## config.mk

```make
export PLATFORM = sky130hd
export DESIGN_NAME = imm_prefix_seq
export DESIGN_NICKNAME = d
export VERILOG_FILES = /design/src/rtl/imm_prefix_seq_pkg.sv /design/src/rtl/sign_ext_4_16.sv /design/src/rtl/imm_prefix_seq.sv
export SDC_FILE = /design/constraint.sdc
export NUM_CORES = 1
export LEC_CHECK = 0
export ABC_AREA = 1
export CORE_ASPECT_RATIO = 1.25
export CORE_MARGIN = 4
export CORE_UTILIZATION = 49
export CTS_BUF_LIST = sky130_fd_sc_hd__clkbuf_8
export DETAILED_ROUTE_END_ITERATION = 8
export MAX_ROUTING_LAYER = met4
export PLACE_DENSITY_LB_ADDON = 0.05
export SKIP_LAST_GASP = 1
export SLEW_MARGIN = 0
export SYNTH_ARGS = -nofsm -noshare
export SYNTH_HDL_FRONTEND = slang
export SYNTH_SLANG_ARGS = --single-unit
```

## constraint.sdc

```tcl
create_clock -name clk -period 1.3 [get_ports clk]
set_input_delay 0.195 -clock clk [delete_from_list [all_inputs] [get_ports clk]]
set_output_delay 0.195 -clock clk [all_outputs]
set_load 0.01 [all_outputs]
```

## src/rtl/imm_prefix_seq_pkg.sv

```systemverilog
// Shared constants and state encoding for the immediate/prefix sequencer.
package imm_prefix_seq_pkg;

  localparam int IMM_W    = 16;
  localparam int SHORT_W  = 4;
  localparam int PREFIX_W = 12;

  localparam logic [3:0] PREFIX_OP = 4'hF;
  localparam logic [3:0] ZEXT_OP   = 4'hE;

  typedef enum logic {
    IDLE = 1'b0,
    HELD = 1'b1
  } state_t;

endpackage

```

## src/rtl/sign_ext_4_16.sv

```systemverilog
// Combinational sign extension of a short immediate to the full immediate width.
module sign_ext_4_16
  import imm_prefix_seq_pkg::*;
(
  input  logic [SHORT_W-1:0] i_short,
  output logic [IMM_W-1:0]   o_imm
);

  assign o_imm = {{(IMM_W-SHORT_W){i_short[SHORT_W-1]}}, i_short};

endmodule

```

## src/rtl/imm_prefix_seq.sv

```systemverilog
// Forms 16-bit immediates from short fields or PREFIX payloads; one registered output entry.
// Optional IMM_PREFIX_ZEXT_EN: ZEXT_OP zero-extends its short immediate when no prefix is pending.
module imm_prefix_seq
  import imm_prefix_seq_pkg::*;
(
  input  logic        clk,
  input  logic        rst,
  input  logic        flush,
  input  logic        in_valid,
  output logic        in_ready,
  input  logic [15:0] in_instr,
  output logic        out_valid,
  input  logic        out_ready,
  output logic [3:0]  out_op,
  output logic [15:0] out_imm,
  output logic        out_prefixed,
  output logic        err_dbl_prefix
);

  state_t              r_state;
  state_t              w_state_nxt;
  logic [PREFIX_W-1:0] r_prefix;
  logic [PREFIX_W-1:0] w_prefix_nxt;
  logic                r_out_valid;
  logic                w_out_valid_nxt;
  logic [3:0]          r_out_op;
  logic [3:0]          w_out_op_nxt;
  logic [IMM_W-1:0]    r_out_imm;
  logic [IMM_W-1:0]    w_out_imm_nxt;
  logic                r_out_prefixed;
  logic                w_out_prefixed_nxt;
  logic                r_err;
  logic                w_err_nxt;

  logic [3:0]          w_op;
  logic                w_is_prefix;
  logic                w_in_ready;
  logic                w_accept;
  logic [IMM_W-1:0]    w_sext;
  logic [IMM_W-1:0]    w_short_imm;

  assign w_op        = in_instr[15:12];
  assign w_is_prefix = (w_op == PREFIX_OP);
  assign w_in_ready  = (!r_out_valid || out_ready) && !flush;
  assign w_accept    = in_valid && w_in_ready;

  sign_ext_4_16 u_sext (
    .i_short (in_instr[SHORT_W-1:0]),
    .o_imm   (w_sext)
  );

`ifdef IMM_PREFIX_ZEXT_EN
  assign w_short_imm = (w_op == ZEXT_OP) ? {{(IMM_W-SHORT_W){1'b0}}, in_instr[SHORT_W-1:0]} : w_sext;
`else
  assign w_short_imm = w_sext;
`endif

  always_comb begin
    w_state_nxt        = r_state;
    w_prefix_nxt       = r_prefix;
    w_out_valid_nxt    = r_out_valid && !out_ready;
    w_out_op_nxt       = r_out_op;
    w_out_imm_nxt      = r_out_imm;
    w_out_prefixed_nxt = r_out_prefixed;
    w_err_nxt          = r_err;
    if (flush) begin
      // Redirect drops both the pending prefix and the output entry; the sticky error survives.
      w_state_nxt     = IDLE;
      w_out_valid_nxt = 1'b0;
    end else if (w_accept) begin
      if (w_is_prefix) begin
        w_prefix_nxt = in_instr[PREFIX_W-1:0];
        w_state_nxt  = HELD;
        if (r_state == HELD) begin
          w_err_nxt = 1'b1;
        end
      end else begin
        w_state_nxt     = IDLE;
        w_out_valid_nxt = 1'b1;
        w_out_op_nxt    = w_op;
        if (r_state == HELD) begin
          w_out_imm_nxt      = {r_prefix, in_instr[SHORT_W-1:0]};
          w_out_prefixed_nxt = 1'b1;
        end else begin
          w_out_imm_nxt      = w_short_imm;
          w_out_prefixed_nxt = 1'b0;
        end
      end
    end
  end

  always_ff @(posedge clk or posedge rst) begin
    if (rst) begin
      r_state <= IDLE;
    end else begin
      r_state <= w_state_nxt;
    end
  end

  always_ff @(posedge clk or posedge rst) begin
    if (rst) begin
      r_prefix       <= '0;
      r_out_valid    <= 1'b0;
      r_out_op       <= '0;
      r_out_imm      <= '0;
      r_out_prefixed <= 1'b0;
      r_err          <= 1'b0;
    end else begin
      r_prefix       <= w_prefix_nxt;
      r_out_valid    <= w_out_valid_nxt;
      r_out_op       <= w_out_op_nxt;
      r_out_imm      <= w_out_imm_nxt;
      r_out_prefixed <= w_out_prefixed_nxt;
      r_err          <= w_err_nxt;
    end
  end

  assign in_ready       = w_in_ready;
  assign out_valid      = r_out_valid;
  assign out_op         = r_out_op;
  assign out_imm        = r_out_imm;
  assign out_prefixed   = r_out_prefixed;
  assign err_dbl_prefix = r_err;

endmodule

```

======== Yosys cells after proc, flatten, opt, wreduce, memory -nomap -nowiden ========
Index checks and enable logic that the tools add are counted.
storage, ports and cells
  output and inout bits ................... 24
  register bits ........................... 36
  input port bits ......................... 21
  memory bits (writable) .................. 0
  latch bits .............................. 0
  logic and storage cells ................. 29
  bits in read-only memories .............. 0
  memories ................................ 0
operators by class
  divide/modulo/power cells ............... 0
  shifts and indexed selects .............. 0
  muxes and demuxes ....................... 8
  multiply operators ...................... 0
  bitwise gates (word level) .............. 2
  reductions and logical operators ........ 11
  eq/ne operators ......................... 1
  add/sub/neg operators ................... 0
  order comparisons ....................... 0
operators by type and width
  cell                                         number
  two-way mux 16 bit                           1
  two-way mux 1 bit                            7
  AND reduction 3 bit                          2
  equality test 4 bit (second input constant)  1
  AND reduction 4 bit                          1
  logical AND 1 bit                            3
  logical NOT 1 bit                            3
  NOT 1 bit                                    2
  nonzero test 2 bit                           1
  logical OR 1 bit                             1

======== Longest topological paths before layout ========
  word-level depth ........................ 6
  gate-level depth with buffers ........... 7

======== Cells and area by module ========
A second synthesis with hierarchy kept.
unflattened totals
  cell total of the unflattened synthesis .. 234
  area total of the unflattened synthesis .. 1775.5 um^2
by module, submodules not included
  module          cells each  times used  area each (um^2)
  imm_prefix_seq  218         1           1655.3
  sign_ext_4_16   16          1           120.1

======== Worst setup path after synthesis ========
No wires, ideal clock.
  kind .................................... register to register
  start ................................... register r_out_valid (netlist: out_valid)
  end ..................................... register r_prefix[11]
  path buffers ............................ 1
  path slack .............................. 0.047 ns
  cell stages (with the launch flop) ...... 8
  data arrival time ....................... 1.137 ns
  cell sequence ........................... dfrtp_1 inv_1 nor2_1 nor2_1 nand3_4 buf_6 nand2_1 nand2_1
on the way
  cells in the longest elaborated chain, start to end .. 5
RTL lines
  item                                  RTL line               text
  start, declared                       imm_prefix_seq.sv:24   logic r_out_valid;
  start signal, assigned                imm_prefix_seq.sv:110  r_out_valid <= w_out_valid_nxt;
  logical NOT 1 bit                     imm_prefix_seq.sv:44   assign w_in_ready = (!r_out_valid || out_ready) && !flush;
  logical OR 1 bit                      imm_prefix_seq.sv:44
  logical AND 1 bit                     imm_prefix_seq.sv:44
  via in_ready                          imm_prefix_seq.sv:10   output logic in_ready,
  logical AND 1 bit                     imm_prefix_seq.sv:45   assign w_accept = in_valid && w_in_ready;
  AND reduction 3 bit (no source line)  n/a
  end signal, assigned                  imm_prefix_seq.sv:109  r_prefix <= w_prefix_nxt;
  end, declared                         imm_prefix_seq.sv:22   logic [PREFIX_W-1:0] r_prefix;
The timed path passes the listed nets, and every way through them passes these cells.
A chain may end at the register's enable or synchronous reset.

======== Worst setup path after layout ========
  start ................................... register r_out_valid (netlist: out_valid)
  end ..................................... register r_out_imm[15] (netlist: out_imm[15])
on the way
  cells in the longest elaborated chain, start to end .. 5
RTL lines
  item                                  RTL line               text
  logical NOT 1 bit                     imm_prefix_seq.sv:44
  logical OR 1 bit                      imm_prefix_seq.sv:44
  logical AND 1 bit                     imm_prefix_seq.sv:44
  logical AND 1 bit                     imm_prefix_seq.sv:45
  AND reduction 3 bit (no source line)  n/a
  end signal, assigned                  imm_prefix_seq.sv:112  r_out_imm <= w_out_imm_nxt;
  end, declared                         imm_prefix_seq.sv:28   logic [IMM_W-1:0] r_out_imm;
No other way between the ends.

==> flow_metrics.py <==
metrics = {
    "hold_path": {
        "hold_class": "input port to asynchronous set/reset pin",
    },
    "routing": {
        "totalWireLength_mm": 4.61,
        "vias": 1551,
        "drt_first_pass_iters": 4,
        "antenna_left": 0,
        "avgRoutedWirePerCell_um": 15.5,
        "vias_per_cell": 5.20,
        "drt_iter0_markers": 61,
        "drc_errors": 0,
    },
    "pwr": {
        "power_density_nw_per_um2": 1240,
        "share_comb_of_total_power_pct": 21.7,
        "p_total_w": 0.00314,
        "power.internal_w": 0.00230,
        "switching_share_pct": 26.5,
        "ir_drop_mv": 1.05,
        "clkPwrFrac_pct": 34.2,
        "p_sw_w": 0.000833,
        "seq_power_share_pct": 44.1,
        "power_leakage_nw": 1.31,
    },
    "clocking": {
        "ctsHtreeMaxLevel": 2,
        "postCtsHoldBufs": 0,
        "cts_root_buf": "clkbuf_8",
        "cts_tree": "done",
        "cts.clk_slew.worst_paths_ns": 0.07,
        "cts.sinks": 36,
        "clk-insertion-delay-late_ns": 0.29,
        "cts_buffers": 5,
        "clockBufferDepth": 2,
    },
    "global_route": {
        "grt_pass1_wl_mm": 7.13,
        "grt_use_total_pct": 23.0,
        "grt_max_degree": 37,
        "antenna_found_initial": 0,
        "grt_pass1_vias": 1573,
        "gr-total-overflow": 0,
    },
    "timing": {
        "setup_viol": 23,
        "fmax_mhz": 698,
        "finalCritPeriodShare_pct": 110,
        "worst_slew_pin_slew_ns": 0.377,
        "min_period_ns": 1.43,
        "rsz0062_at_grt": "yes",
        "setup_slack_ns": -0.132,
        "slew_viol_final": 0,
        "hold_viol_final": 0,
        "finClkSkew_ns": 0.00461,
        "relSlewSlack_pct": 74.8,
    },
    "final_layout": {
        "area_delta_synth_final_pct": 59.7,
        "antenna_cells": 0,
        "stdcell_count": 298,
        "fillers": 197,
        "drive_gt1_share_pct": 24.8,
        "fin_nets": 282,
    },
    "critical_path": {
        "worstPathRequired_ns": 1.53,
        "path_max_fanout": 5,
        "rrSetupSlack_ns": -0.13,
        "cp_num_buf_inv": 4,
        "cp-end-kind": "register",
        "slowest_stage": "dfrtp_1",
        "critPathKind": "register to register",
        "path_cells": "buf_6 > nand2_4 > nand3_4 > buf_6 > nor2_4 > buf_12 > clkbuf_16 > nand2_2 > nand2_1",
        "cpPeakStageDelay_ns": 0.39,
        "arrival_ns": 1.66,
        "cp_common_cell": "buf_6",
        "cp_top_family": "buffers and inverters",
        "startpoint_type": "register",
    },
    "placed_design": {
        "io_buffers": 44,
        "dp_cells": 277,
        "place_congestion": 0.766,
        "dpl.hpwl_mm": 2.51,
    },
    "floorplanning": {
        "std_cell_rows": 22,
        "pin_count": 45,
        "start_util_pct": 52.3,
        "core_area_sq_um": 3030,
        "die_width_um": 58.9,
        "die_area_sq_um": 4210,
        "die_y_um": 71.6,
    },
    "outcome": {
        "violations": "negative setup slack",
        "run_status": "finished with violations",
    },
    "synthesis": {
        "syn_area_sq_um": 1580,
        "synth_area_leaders": "dfrtp_1 (57%), nand2_1 (25%), o21ai_0 (6.0%)",
        "async_reset_ff_share_pct": 100,
        "syn-mean-instance-area_sq_um": 8.17,
        "synth_top_area_share_pct": 56.9,
        "postSynthCellCount": 194,
        "synth.cells.most_frequent": "nand2_1 (106), dfrtp_1 (36), o21ai_0 (19), nor2_1 (11), inv_1 (7)",
        "synth_cell_types": 13,
        "ys_ff_latch": 36,
        "synth-edff-count": 0,
        "yosys.area.top_type": "dfrtp_1",
        "synth.most_common_cell": "nand2_1",
        "ys_seq_area_share_pct": 56.9,
        "synth_ff_type": "dfrtp_1",
        "syn_nets": 215,
        "yosysWarnings": 0,
    },
    "run": {
        "maxCapViolations": 0,
    },
}
-- power by group through the flow --
| stage | registers (W) | logic (W) | clock network, W |
|---|---|---|---|
| 5_1_grt | 0.00140 | 0.000745 | 0.00115 |
| 4_1_cts | 0.00137 | 0.000618 | 0.00108 |
| 3_5_place_dp | 0.00140 | 0.000613 | 0 |
| 3_3_place_gp | 0.00139 | 0.000596 | 0 |
| 2_1_floorplan | 0.00143 | 0.000207 | 0 |
| 6_report | 0.00138 | 0.000680 | 0.00107 |
-- layout make-up --
type / count / area [sq um] / share of cell area [%]
sequential: 36 / 901 / 35.6
timing repair buffer: 69 / 741 / 29.3
multi-input combinational: 142 / 691 / 27.3
clock buffer: 7 / 96.3 / 3.81
tap: 36 / 45.0 / 1.78
clock inverter: 1 / 30.0 / 1.19
inverter: 7 / 26.3 / 1.04
-- cells by family after synthesis --
family	synth area share, %
and+or+nand+nor	31.3
DFF	56.9
AOI/OAI and AO/OA	6.00
buffers and inverters	5.85
-- worst min-delay path: cells and delay by family --
kind	cells	cell delay (ns)
buffers and inverters	3	0.71
-- metal layers --
metal  routed length, um  global-route usage (%)  vias up
met5                   0                       -        -
met4                 100                    12.3        0
met3                 350                    4.50       11
met2                2380                    37.7       79
li1                    -                       -      735
met1                1790                    26.0      726
-- flip-flops by register name (all words and copies together) (netlist names) --
| register | cells |
|---|---|
| out_imm | 16 |
| r_prefix | 12 |
| out_op | 4 |
| err_dbl_prefix | 1 |
| out_prefixed | 1 |
| out_valid | 1 |
| r_state | 1 |
-- path summary, 6_finish.rpt --
check | from | endpoint | cells past startpoint
min in group clk | in_instr[5] | r_prefix[5] | 3
max in group asynchronous | rst | r_prefix[6] | 3
worst max register to register | out_valid | out_imm[15] | 9
worst max-delay path | out_valid | out_imm[15] | 9
worst min-delay path | rst | out_op[0] | 3
worst min register to register | err_dbl_prefix | err_dbl_prefix | 2
-- cell usage in the layout (no fill, tap or decap), drive strengths merged --
| cell type | n |
|---|---|
| clkdlybuf4s50 | 20 |
| clkbuf | 8 |
| o21ai | 19 |
| nor2 | 14 |
| buf | 24 |
| bufinv | 1 |
| nand3 | 3 |
| dlygate4sd2 | 23 |
| inv | 7 |
| nand2 | 106 |
| dfrtp | 36 |
| bufbuf | 1 |
-- what timing repair did --
| item | 4_1_cts | 5_1_grt |
|---|---|---|
| gates resized for setup | 39 | 35 |
| setup endpoints to repair | 59 | 37 |
| gates cloned | 3 | 2 |
| setup buffers | 6 | 3 |
| pin swaps | 3 | 5 |
-- per-stage QoR --
step | setup WS (ns) | TNS [ns] | hold WS [ns] | utilization, % | cell area (sq um)
after floorplan | 0.0469 | 0 | 0.261 | - | 1580
after global placement | -0.279 | -7.96 | 0.445 | 70.2 | 2130
after detailed placement | -0.336 | -9.77 | 0.449 | 70.2 | 2130
after CTS | -0.0943 | -1.34 | 0.259 | 79.8 | 2420
after global routing | -0.166 | -3.74 | 0.287 | 83.6 | 2530
final | -0.132 | -2.06 | 0.244 | 83.6 | 2530
Power figures use the tool's default switching activity.
